[src/rtl/pe_seq_if.sv]
// pe_seq_if: single-master word bus between pe_seq and its memory or arbiter.
// A request (rd or wr) is held with stable address/data until ack completes it.
interface pe_seq_if #(
    parameter int AD_LEN    = 32,
    parameter int BUS_WIDTH = 32
);
    logic [AD_LEN-1:0]    bus_ad_o;
    logic [BUS_WIDTH-1:0] bus_data_o;
    logic                 bus_rd_o;
    logic                 bus_wr_o;
    logic [BUS_WIDTH-1:0] bus_data_i;
    logic                 bus_ack_i;

    modport master (
        output bus_ad_o, bus_data_o, bus_rd_o, bus_wr_o,
        input  bus_data_i, bus_ack_i
    );

    modport slave (
        input  bus_ad_o, bus_data_o, bus_rd_o, bus_wr_o,
        output bus_data_i, bus_ack_i
    );
endinterface

[src/rtl/pe_seq.sv]
// pe_seq: sequencing PE -- FETCH/EXEC/MEM/STOP over a request/ack word bus.
// Define PE_MUL_EN to make opcode 11 a MUL; otherwise it faults like 12..15.
module pe_seq #(
    parameter int                AD_LEN    = 32,
    parameter int                BUS_WIDTH = 32,
    parameter int                NREGS     = 8,
    parameter logic [AD_LEN-1:0] RESET_VEC = '0
) (
    input  logic     clk_i,
    input  logic     reset_i,
    pe_seq_if.master bus,
    output logic     halted_o,
    output logic     fault_o
);
    localparam int RW    = $clog2(NREGS);
    localparam int IMM_W = BUS_WIDTH - 4 - 2 * RW;

    localparam logic [3:0] OP_NOP  = 4'd0;
    localparam logic [3:0] OP_LDI  = 4'd1;
    localparam logic [3:0] OP_ADD  = 4'd2;
    localparam logic [3:0] OP_SUB  = 4'd3;
    localparam logic [3:0] OP_AND  = 4'd4;
    localparam logic [3:0] OP_OR   = 4'd5;
    localparam logic [3:0] OP_XOR  = 4'd6;
    localparam logic [3:0] OP_LD   = 4'd7;
    localparam logic [3:0] OP_ST   = 4'd8;
    localparam logic [3:0] OP_BNZ  = 4'd9;
    localparam logic [3:0] OP_HALT = 4'd10;
`ifdef PE_MUL_EN
    localparam logic [3:0] OP_MUL  = 4'd11;
`endif

    typedef enum logic [1:0] {S_FETCH, S_EXEC, S_MEM, S_STOP} state_t;

    typedef struct packed {
        logic [3:0]       op;
        logic [RW-1:0]    rd;
        logic [RW-1:0]    rs;
        logic [IMM_W-1:0] imm;
    } instr_t;

    state_t                          state_q, state_d;
    logic [AD_LEN-1:0]               pc_q, pc_d;
    instr_t                          ir_q, ir_d;
    logic [NREGS-1:0][BUS_WIDTH-1:0] regs_q, regs_d;
    logic                            req_rd_q, req_rd_d;
    logic                            req_wr_q, req_wr_d;
    logic [AD_LEN-1:0]               ad_q, ad_d;
    logic [BUS_WIDTH-1:0]            wdata_q, wdata_d;
    logic                            halted_q, halted_d;
    logic                            fault_q, fault_d;

    logic [BUS_WIDTH-1:0] rd_val, rs_val, imm_ext;
    logic [AD_LEN-1:0]    pc_inc, mem_ad, npc;
    logic                 go_fetch;

    // Operands come from the registered file, so rd==rs reads the old value.
    assign rd_val  = regs_q[ir_q.rd];
    assign rs_val  = regs_q[ir_q.rs];
    assign imm_ext = BUS_WIDTH'(ir_q.imm);
    assign mem_ad  = AD_LEN'(rs_val);
    assign pc_inc  = pc_q + AD_LEN'(1);

    always_comb begin
        state_d  = state_q;
        pc_d     = pc_q;
        ir_d     = ir_q;
        regs_d   = regs_q;
        req_rd_d = req_rd_q;
        req_wr_d = req_wr_q;
        ad_d     = ad_q;
        wdata_d  = wdata_q;
        halted_d = halted_q;
        fault_d  = fault_q;
        go_fetch = 1'b0;
        npc      = pc_inc;

        case (state_q)
            S_FETCH: begin
                if (bus.bus_ack_i) begin
                    ir_d     = bus.bus_data_i;
                    req_rd_d = 1'b0;
                    state_d  = S_EXEC;
                end
            end
            S_EXEC: begin
                case (ir_q.op)
                    OP_NOP: go_fetch = 1'b1;
                    OP_LDI: begin
                        regs_d[ir_q.rd] = imm_ext;
                        go_fetch        = 1'b1;
                    end
                    OP_ADD: begin
                        regs_d[ir_q.rd] = rd_val + rs_val;
                        go_fetch        = 1'b1;
                    end
                    OP_SUB: begin
                        regs_d[ir_q.rd] = rd_val - rs_val;
                        go_fetch        = 1'b1;
                    end
                    OP_AND: begin
                        regs_d[ir_q.rd] = rd_val & rs_val;
                        go_fetch        = 1'b1;
                    end
                    OP_OR: begin
                        regs_d[ir_q.rd] = rd_val | rs_val;
                        go_fetch        = 1'b1;
                    end
                    OP_XOR: begin
                        regs_d[ir_q.rd] = rd_val ^ rs_val;
                        go_fetch        = 1'b1;
                    end
`ifdef PE_MUL_EN
                    OP_MUL: begin
                        regs_d[ir_q.rd] = rd_val * rs_val;
                        go_fetch        = 1'b1;
                    end
`endif
                    OP_LD: begin
                        state_d  = S_MEM;
                        req_rd_d = 1'b1;
                        ad_d     = mem_ad;
                    end
                    OP_ST: begin
                        state_d  = S_MEM;
                        req_wr_d = 1'b1;
                        ad_d     = mem_ad;
                        wdata_d  = rd_val;
                    end
                    OP_BNZ: begin
                        go_fetch = 1'b1;
                        if (rd_val != '0) npc = AD_LEN'(ir_q.imm);
                    end
                    OP_HALT: begin
                        state_d  = S_STOP;
                        halted_d = 1'b1;
                    end
                    default: begin
                        state_d  = S_STOP;
                        halted_d = 1'b1;
                        fault_d  = 1'b1;
                    end
                endcase
            end
            S_MEM: begin
                if (bus.bus_ack_i) begin
                    if (req_rd_q) regs_d[ir_q.rd] = bus.bus_data_i;
                    req_wr_d = 1'b0;
                    wdata_d  = '0;
                    go_fetch = 1'b1;
                end
            end
            default: ;
        endcase

        // Every path back to FETCH presents the next fetch on the bus right away.
        if (go_fetch) begin
            pc_d     = npc;
            state_d  = S_FETCH;
            req_rd_d = 1'b1;
            ad_d     = npc;
        end
    end

    always_ff @(posedge clk_i) begin
        if (reset_i) begin
            state_q  <= S_FETCH;
            pc_q     <= RESET_VEC;
            ir_q     <= '0;
            regs_q   <= '0;
            req_rd_q <= 1'b1;
            req_wr_q <= 1'b0;
            ad_q     <= RESET_VEC;
            wdata_q  <= '0;
            halted_q <= 1'b0;
            fault_q  <= 1'b0;
        end else begin
            state_q  <= state_d;
            pc_q     <= pc_d;
            ir_q     <= ir_d;
            regs_q   <= regs_d;
            req_rd_q <= req_rd_d;
            req_wr_q <= req_wr_d;
            ad_q     <= ad_d;
            wdata_q  <= wdata_d;
            halted_q <= halted_d;
            fault_q  <= fault_d;
        end
    end

    assign bus.bus_ad_o   = ad_q;
    assign bus.bus_data_o = wdata_q;
    assign bus.bus_rd_o   = req_rd_q;
    assign bus.bus_wr_o   = req_wr_q;
    assign halted_o       = halted_q;
    assign fault_o        = fault_q;

    a_one_req: assert property (@(posedge clk_i) !(req_rd_q && req_wr_q));
    a_hold: assert property (@(posedge clk_i) disable iff (reset_i)
        ((req_rd_q || req_wr_q) && !bus.bus_ack_i) |=>
        ($stable(ad_q) && $stable(wdata_q) && $stable(req_rd_q) && $stable(req_wr_q)));
    a_stop: assert property (@(posedge clk_i) disable iff (reset_i)
        halted_q |=> (halted_q && !req_rd_q && !req_wr_q));
    a_fault: assert property (@(posedge clk_i) fault_q |-> halted_q);
endmodule

[src/flat_wrapper.sv]
// flat-port wrapper written by rule: the top's interface ports become plain ports
module pe_seq_flat 
#(
    parameter int                AD_LEN    = 32,
    parameter int                BUS_WIDTH = 32,
    parameter int                NREGS     = 8,
    parameter logic [AD_LEN-1:0] RESET_VEC = '0
)
  (clk_i, reset_i, halted_o, fault_o, bus_bus_ad_o, bus_bus_data_o, bus_bus_rd_o, bus_bus_wr_o, bus_bus_data_i, bus_bus_ack_i);
  pe_seq_if #(.AD_LEN(AD_LEN), .BUS_WIDTH(BUS_WIDTH)) bus_i ();
  input  logic clk_i;
  input  logic reset_i;
  output logic halted_o;
  output logic fault_o;
  output wire logic [$bits(bus_i.bus_ad_o)-1:0] bus_bus_ad_o;
  output wire logic [$bits(bus_i.bus_data_o)-1:0] bus_bus_data_o;
  output wire logic [$bits(bus_i.bus_rd_o)-1:0] bus_bus_rd_o;
  output wire logic [$bits(bus_i.bus_wr_o)-1:0] bus_bus_wr_o;
  input wire logic [$bits(bus_i.bus_data_i)-1:0] bus_bus_data_i;
  input wire logic [$bits(bus_i.bus_ack_i)-1:0] bus_bus_ack_i;
  assign bus_bus_ad_o = bus_i.bus_ad_o;
  assign bus_bus_data_o = bus_i.bus_data_o;
  assign bus_bus_rd_o = bus_i.bus_rd_o;
  assign bus_bus_wr_o = bus_i.bus_wr_o;
  assign bus_i.bus_data_i = bus_bus_data_i;
  assign bus_i.bus_ack_i = bus_bus_ack_i;
  pe_seq #(.AD_LEN(AD_LEN), .BUS_WIDTH(BUS_WIDTH), .NREGS(NREGS), .RESET_VEC(RESET_VEC)) u_core (.clk_i(clk_i), .reset_i(reset_i), .bus(bus_i), .halted_o(halted_o), .fault_o(fault_o));
endmodule
[config.mk]
export PLATFORM = sky130hd
export DESIGN_NAME = pe_seq_flat
export DESIGN_NICKNAME = d
export VERILOG_FILES = /design/src/rtl/pe_seq_if.sv /design/src/rtl/pe_seq.sv /design/src/flat_wrapper.sv
export SDC_FILE = /design/constraint.sdc
export NUM_CORES = 2
export LEC_CHECK = 0
export ABC_AREA = 1
export BUFFER_PORTS_ARGS = -buffer_cell sky130_fd_sc_hd__buf_4
export CAP_MARGIN = 40
export CELL_PAD_IN_SITES_DETAIL_PLACEMENT = 1
export CELL_PAD_IN_SITES_GLOBAL_PLACEMENT = 1
export CORE_MARGIN = 3
export CORE_UTILIZATION = 40
export CTS_CLUSTER_DIAMETER = 150
export DETAILED_ROUTE_END_ITERATION = 10
export PLACE_DENSITY_LB_ADDON = 0.1
export RECOVER_POWER = 100
export SYNTH_ARGS = -nofsm -noshare
export SYNTH_HDL_FRONTEND = slang
export SYNTH_SLANG_ARGS = --single-unit
[constraint.sdc]
create_clock -name clk_i -period 3.63 [get_ports clk_i]
set_input_delay 0.363 -clock clk_i [delete_from_list [all_inputs] [get_ports clk_i]]
set_output_delay 0.363 -clock clk_i [all_outputs]
set_load 0.1 [all_outputs]
[Word level (Yosys, flattened, before mapping)]
Index checks and enable logic that the tools add are counted.
Word-level totals
  flip-flop bits (word level): 390
  word-level logic and storage cells: 108
  output and inout port bits: 68
  input port bits: 35
Cells by class
  reductions and logical operators: 21
  bitwise logic cells: 5
  mux-type cells: 37
  magnitude comparators: 3
  equal/unequal tests: 19
  $add $sub $neg: 3
Operator list (number)
  $bwmux 256: 7
  $pmux 256 s6: 1
  $mux 256: 2
  $pmux 256 s2: 1
  $mux 32: 11
  $bmux 32 s3: 2
  $demux 32 s3: 1
  $pmux 32 s2: 1
  $add 32x1->32 const B: 1
  $add 32x32->32: 1
  $and 32x32->32: 1
  $or 32x32->32: 1
  $reduce_bool 32->1: 1
  $sub 32x32->32: 1
  $xor 32x32->32: 1
  $eq 4x3->1 const B: 4
  $eq 4x4->1 const B: 3
  $reduce_or 11->1: 1
  $ne 2x2->1 const B: 5
  $reduce_or 10->1: 1
  $reduce_and 3->1: 3
  $eq 4x2->1 const B: 2
  $lt 3x4->1 const B: 2
  $pmux 2 s2: 2
  18 further kinds: 32

[Longest topological paths before layout]
  word-level depth: 8
  gate-level depth with buffers: 30

[Worst setup path before layout]
Ideal clock, no wire load.
  path type: flip-flop to flip-flop
  from: reg u_core.ir_q[22] (netlist name)
  to: reg u_core.regs_q[46] (netlist name)
  stages on the path, launching flop included: 25
  required time: 3.560 ns
  slack: -0.147 ns
  path buffers: 3
  arrival time: 3.707 ns
  cell sequence: dfxtp_1 -> clkbuf_1 -> inv_2 -> clkbuf_1 -> clkbuf_1 -> a21oi_1 -> o21ai_0 -> nand2_1 -> inv_1 -> o21ai_0 -> ha_1 -> inv_1 -> fa_1 -> inv_1 -> nand2_1 -> o21ai_1 -> nand2_1 -> nand2_1 -> nand2_1 -> nand2_1 -> o21ai_0 -> a21oi_1 -> nor2_1 -> a21o_1 -> a21oi_1
Between the ends
  longest elaborated chain between the ends: 6
RTL lines
  start: declaration: RTL line pe_seq.sv:44  | instr_t ir_q, ir_d;
  start signal: assignment: RTL line pe_seq.sv:180  | ir_q <= ir_d;
  $bmux 32 s3 *: RTL line pe_seq.sv:59  | assign rs_val = regs_q[ir_q.rs];
  $mux 32 (not written as such) *: RTL line pe_seq.sv:59
  $sub 32x32->32 (tied with other cells): RTL line pe_seq.sv:98  | regs_d[ir_q.rd] = rd_val - rs_val;
  $bwmux 256, on equally long branches
  $pmux 256 s6 *: RTL line pe_seq.sv:87  | case (ir_q.op)
  $pmux 256 s2 *: RTL line pe_seq.sv:78  | case (state_q)
  end signal: assignment: RTL line pe_seq.sv:181  | regs_q <= regs_d;
  end: declaration: RTL line pe_seq.sv:45  | logic [NREGS-1:0][BUS_WIDTH-1:0] regs_q, regs_d;
Every way passes the cells marked *; elsewhere a longest branch is shown, timed or not. The select of a mux whose other input is x is not followed.
A chain may end at the register's enable or synchronous reset.

[Worst setup path after layout]
  from: reg u_core.ir_q[22] (netlist name)
  to: reg u_core.regs_q[16] (netlist name)
The elaborated chain is that of the path after synthesis.

==> PnR_summary.wiki <==
{| class="wikitable"
! Metric !! Value
|-
| Global-route wire length before repair || 347000 µm
|-
| Final-stage net count || between 7000 and 8000
|-
| Final hold viol count || 0
|-
| DRT iter0 DRCs || 6689
|-
| Library cell contributing the largest single delay on the critical path || sky130_fd_sc_hd__fa_2
|-
| Maximum vdd ir drop || roughly 0.83 mV
|-
| Rows || 112
|-
| Clock input transition at the sequential cells of the worst setup and hold paths || 0.06 ns
|-
| Post-DRT Antenna Nets || 0
|-
| Routed length per placed instance || 28.6 µm
|-
| Avg Inst Size Synth || 5.59 µm²
|-
| Unrepaired setup endpoints after global routing || true
|-
| Arr. time, crit path || 4.32 ns
|-
| Number of placed I/O pins || 103
|-
| Total die area || a little under 0.1 mm²
|-
| Number of nets in the synthesized netlist || between 6000 and 7000
|-
| EDFF count, synth || 0
|-
| Cell at the root of the clock tree || sky130_fd_sc_hd__clkbuf_16
|-
| Core area || 0.0935 mm²
|-
| Synth unique cells || roughly 50
|-
| Number of antenna violations at the first check in global routing || 15
|-
| Synthesized-area fraction occupied by xor and xnor cells || 0.00788
|-
| Max Transition Viols Final || 76
|-
| Vias || 54600
|-
| Final min period || ~3.7 ns
|-
| Highest clock rate || approximately 0.27 GHz
|-
| Final WL || 244000 µm
|-
| Smallest setup slack after layout || -0.118 ns
|-
| Adder-cell share of the synthesized area || 0.0338
|-
| Maximum number of pins on one net before global-route repair || between 100 and 150
|-
| Class of the tightest hold or removal check || input pin to register
|-
| Number of buffers inserted during clock tree synthesis || 52
|-
| Main combinational cell family by area after synthesis || compound AO/OA/AOI/OAI gates
|-
| Critical setup path kind || register to register
|-
| Post-placement worst setup slack || -0.684 ns
|-
| Simple-gate area share of the yosys netlist || 0.284
|-
| Compound-cell area share of the yosys netlist || 0.344
|-
| Worst setup skew after layout || roughly 0.029 ns
|-
| Total negative setup slack || -1.29 ns
|-
| Total congestion overflow || 0
|-
| Flops & latches, synth || 390
|-
| H-tree levels || 2
|-
| Clock network latency to the later pin of the worst-skew pair || 0.69 ns
|-
| Synthesized instance count || ~6800
|-
| Top cell type by total area after synthesis || sky130_fd_sc_hd__dfxtp_1
|-
| Sinks on Clock Net || 390
|-
| Worst-path maximum fanout || 8
|-
| Final worst hold slack || 0.0211 ns
|-
| PwrDens || between 1000 and 1500 mW/mm²
|-
| Outcome || finished, violations left
|-
| Register area share after synthesis || 0.207
|-
| Fraction of post-synthesis cell area in the top cell type by area || 0.207
|-
| GP Congestion || 1.02
|-
| Initial core utilization || 0.404
|-
| Count of input and output buffers || 102
|-
| Share of the core filled with cells || 0.535
|-
| Number of buffers and inverters on the critical path || 10
|-
| Worst slew margin relative to its limit || -0.465
|-
| Async set-reset flop share out of synthesis || 0
|-
| Total routing resource utilization after global routing || 0.468
|-
| Crit-path max cell delay || 0.39 ns
|-
| Detailed Place HPWL || 169000 µm
|-
| Worst Max-Slew Pin Slew || 2.20 ns
|-
| Sort of element at the end of the critical path || register
|-
| DIE WIDTH || 313 µm
|-
| Multiplexer share of the synthesized area || 0
|-
| Top flip-flop cell by instance count after synthesis || sky130_fd_sc_hd__dfxtp_1
|-
| Top area cells in the synthesized netlist || sky130_fd_sc_hd__dfxtp_1 21%, sky130_fd_sc_hd__nand2_1 17%, sky130_fd_sc_hd__a21oi_1 15%
|-
| Clock tree from TritonCTS || yes
|-
| Synthesized area || 0.0378 mm²
|-
| Buffer depth of the longest clock path || 3
|-
| Yosys Warn Count || 0
|-
| Via count of the first global-routing pass || 52700
|-
| Detailed-routing iteration count for the pre-antenna-repair pass || 6
|-
| Height of the die || 313 µm
|-
| # Max-Cap Violations || 2
|-
| # DRC || 0
|-
| Vias per cell || around 6.4
|-
| Violated checks || max-capacitance violations, max-slew violations, negative setup slack
|-
| Nature of the critical path startpoint || register
|-
| # setup viols final || 39
|-
| Share of post-route cells with drive strength above 1 || 0.212
|-
| Critical path required time || 4.20 ns
|-
| Largest delay share family, worst path || buffers and inverters
|-
| Area growth from synthesis to layout || 32.3%
|-
| Leakage component of the power || 0.0220 µW
|-
| Final worst path period share || 1.03
|}
==> kinds of logic after synthesis <==
family,after synthesis
DFF,390
xor gates and xnor gates,34
AOI/OAI and AO/OA,2460
buffers and inverters,1173
and+or+nand+nor,2602
adders and majority gates,101
==> stage by stage <==
step | total power (µW) | instance area, µm² | cells
3_3_place_gp | 45800 | 44800 | 8344
6_report | 60100 | 50000 | 8538
3_5_place_dp | 46600 | 45000 | 8354
5_1_grt | 62200 | 49900 | 8527
4_1_cts | 54700 | 48300 | 8491
2_1_floorplan | 25600 | 37800 | 6760
==> timing repair <==
| action | CTS | global route |
|---|---|---|
| setup endpoints to repair | 219 | 231 |
| pin swaps | 31 | 88 |
| gates resized for setup | 279 | 519 |
| gates cloned | 6 | 7 |
| buffers inserted | 17 | 28 |
| hold buffers | 21 | 0 |
| endpoints found under the hold margin | 21 | 0 |
==> worst paths after layout <==
check	start	slack [ns]	cells after the start	endpoint
max	u_core.ir_q[22]	-0.12	25	u_core.regs_q[16]
min	bus_bus_data_i[24]	0.02	3	u_core.ir_q[24]
max reg2reg	u_core.ir_q[22]	-0.12	25	u_core.regs_q[16]
min reg2reg	u_core.bus.bus_data_o[9]	0.46	2	u_core.bus.bus_data_o[9]
==> placed cells by master (no fill, tap or decap), drive strengths merged, types with 9 or more instances in the layout <==
cell            n
a31oi          12
dlygate4sd3    21
clkinv         25
diode          13
a221oi         11
o31ai          29
nor4           37
o211ai         59
nand3b         13
clkbuf        151
nand2        1728
nand4          61
o22ai          19
a21o            9
a21oi        1151
a2111oi        26
or2            21
xor2           26
o21ai        1046
nor3           53
nor2          315
dfxtp         390
ha             99
o21a           27
inv           617
buf           862
nand3         369
a211oi         42
==> synthesized netlist by cell type (21+ instances only) <==
cell type                   number
sky130_fd_sc_hd__a21oi_1      1150
sky130_fd_sc_hd__o21ai_0       996
sky130_fd_sc_hd__nand3_1       367
sky130_fd_sc_hd__nor4_1         37
sky130_fd_sc_hd__inv_1         597
sky130_fd_sc_hd__a2111oi_0      26
sky130_fd_sc_hd__nor2_1        309
sky130_fd_sc_hd__or2_2          21
sky130_fd_sc_hd__o21ai_1        50
sky130_fd_sc_hd__nand2_1      1719
sky130_fd_sc_hd__dfxtp_1       390
sky130_fd_sc_hd__nor3_1         53
sky130_fd_sc_hd__a211oi_1       42
sky130_fd_sc_hd__o31ai_1        29
sky130_fd_sc_hd__clkbuf_1      384
sky130_fd_sc_hd__buf_1          55
sky130_fd_sc_hd__nand4_1        60
sky130_fd_sc_hd__ha_1           99
sky130_fd_sc_hd__buf_2          82
sky130_fd_sc_hd__o211ai_1       59
sky130_fd_sc_hd__xor2_1         26
sky130_fd_sc_hd__o21a_1         27
==> per-layer routing <==
metal,wire (µm),track usage,up-vias,part of all wire
li1,-,-,23700,-
met5,85,0,-,0.00035
met2,104000,0.719,3446,0.42
met3,26800,0.109,1042,0.11
met4,21200,0.335,12,0.087
met1,92400,0.576,26400,0.38
==> state kept, by name, summed over array words and instances, names as in the netlist <==
signal,count
u_core.bus.bus_rd_o,1
u_core.pc_q,32
u_core.fault_o,1
u_core.bus.bus_wr_o,1
u_core.ir_q,10
u_core.state_q,2
u_core.regs_q,256
u_core.imm_ext,22
u_core.bus.bus_ad_o,32
u_core.bus.bus_data_o,32
u_core.halted_o,1
==> worst min-delay path, stage by stage <==
cell and delay, ns:
sky130_fd_sc_hd__buf_4 0.10, sky130_fd_sc_hd__o21ai_0 0.09, sky130_fd_sc_hd__a21oi_1 0.11
==> cell type report <==
type	instances	area, µm²
Tap cell	1254	1570
Clock inverter	22	315
Antenna cell	13	32.5
Fill cell	12800	43500
Inverter	626	2400
Clock buffer	71	1430
Sequential cell	390	7820
Multi-Input combinational cell	5197	27800
Timing Repair Buffer	965	8630
==> power by group <==
group / leakage [µW] / switching [µW] / internal, µW / total (µW)
Clock: 0.000859 / 2410 / 3200 / 5610
Sequential: 0.00318 / 1160 / 5650 / 6800
Combinational: 0.0180 / 31400 / 16300 / 47700
Note: power is estimated with default switching activity, not from simulation.
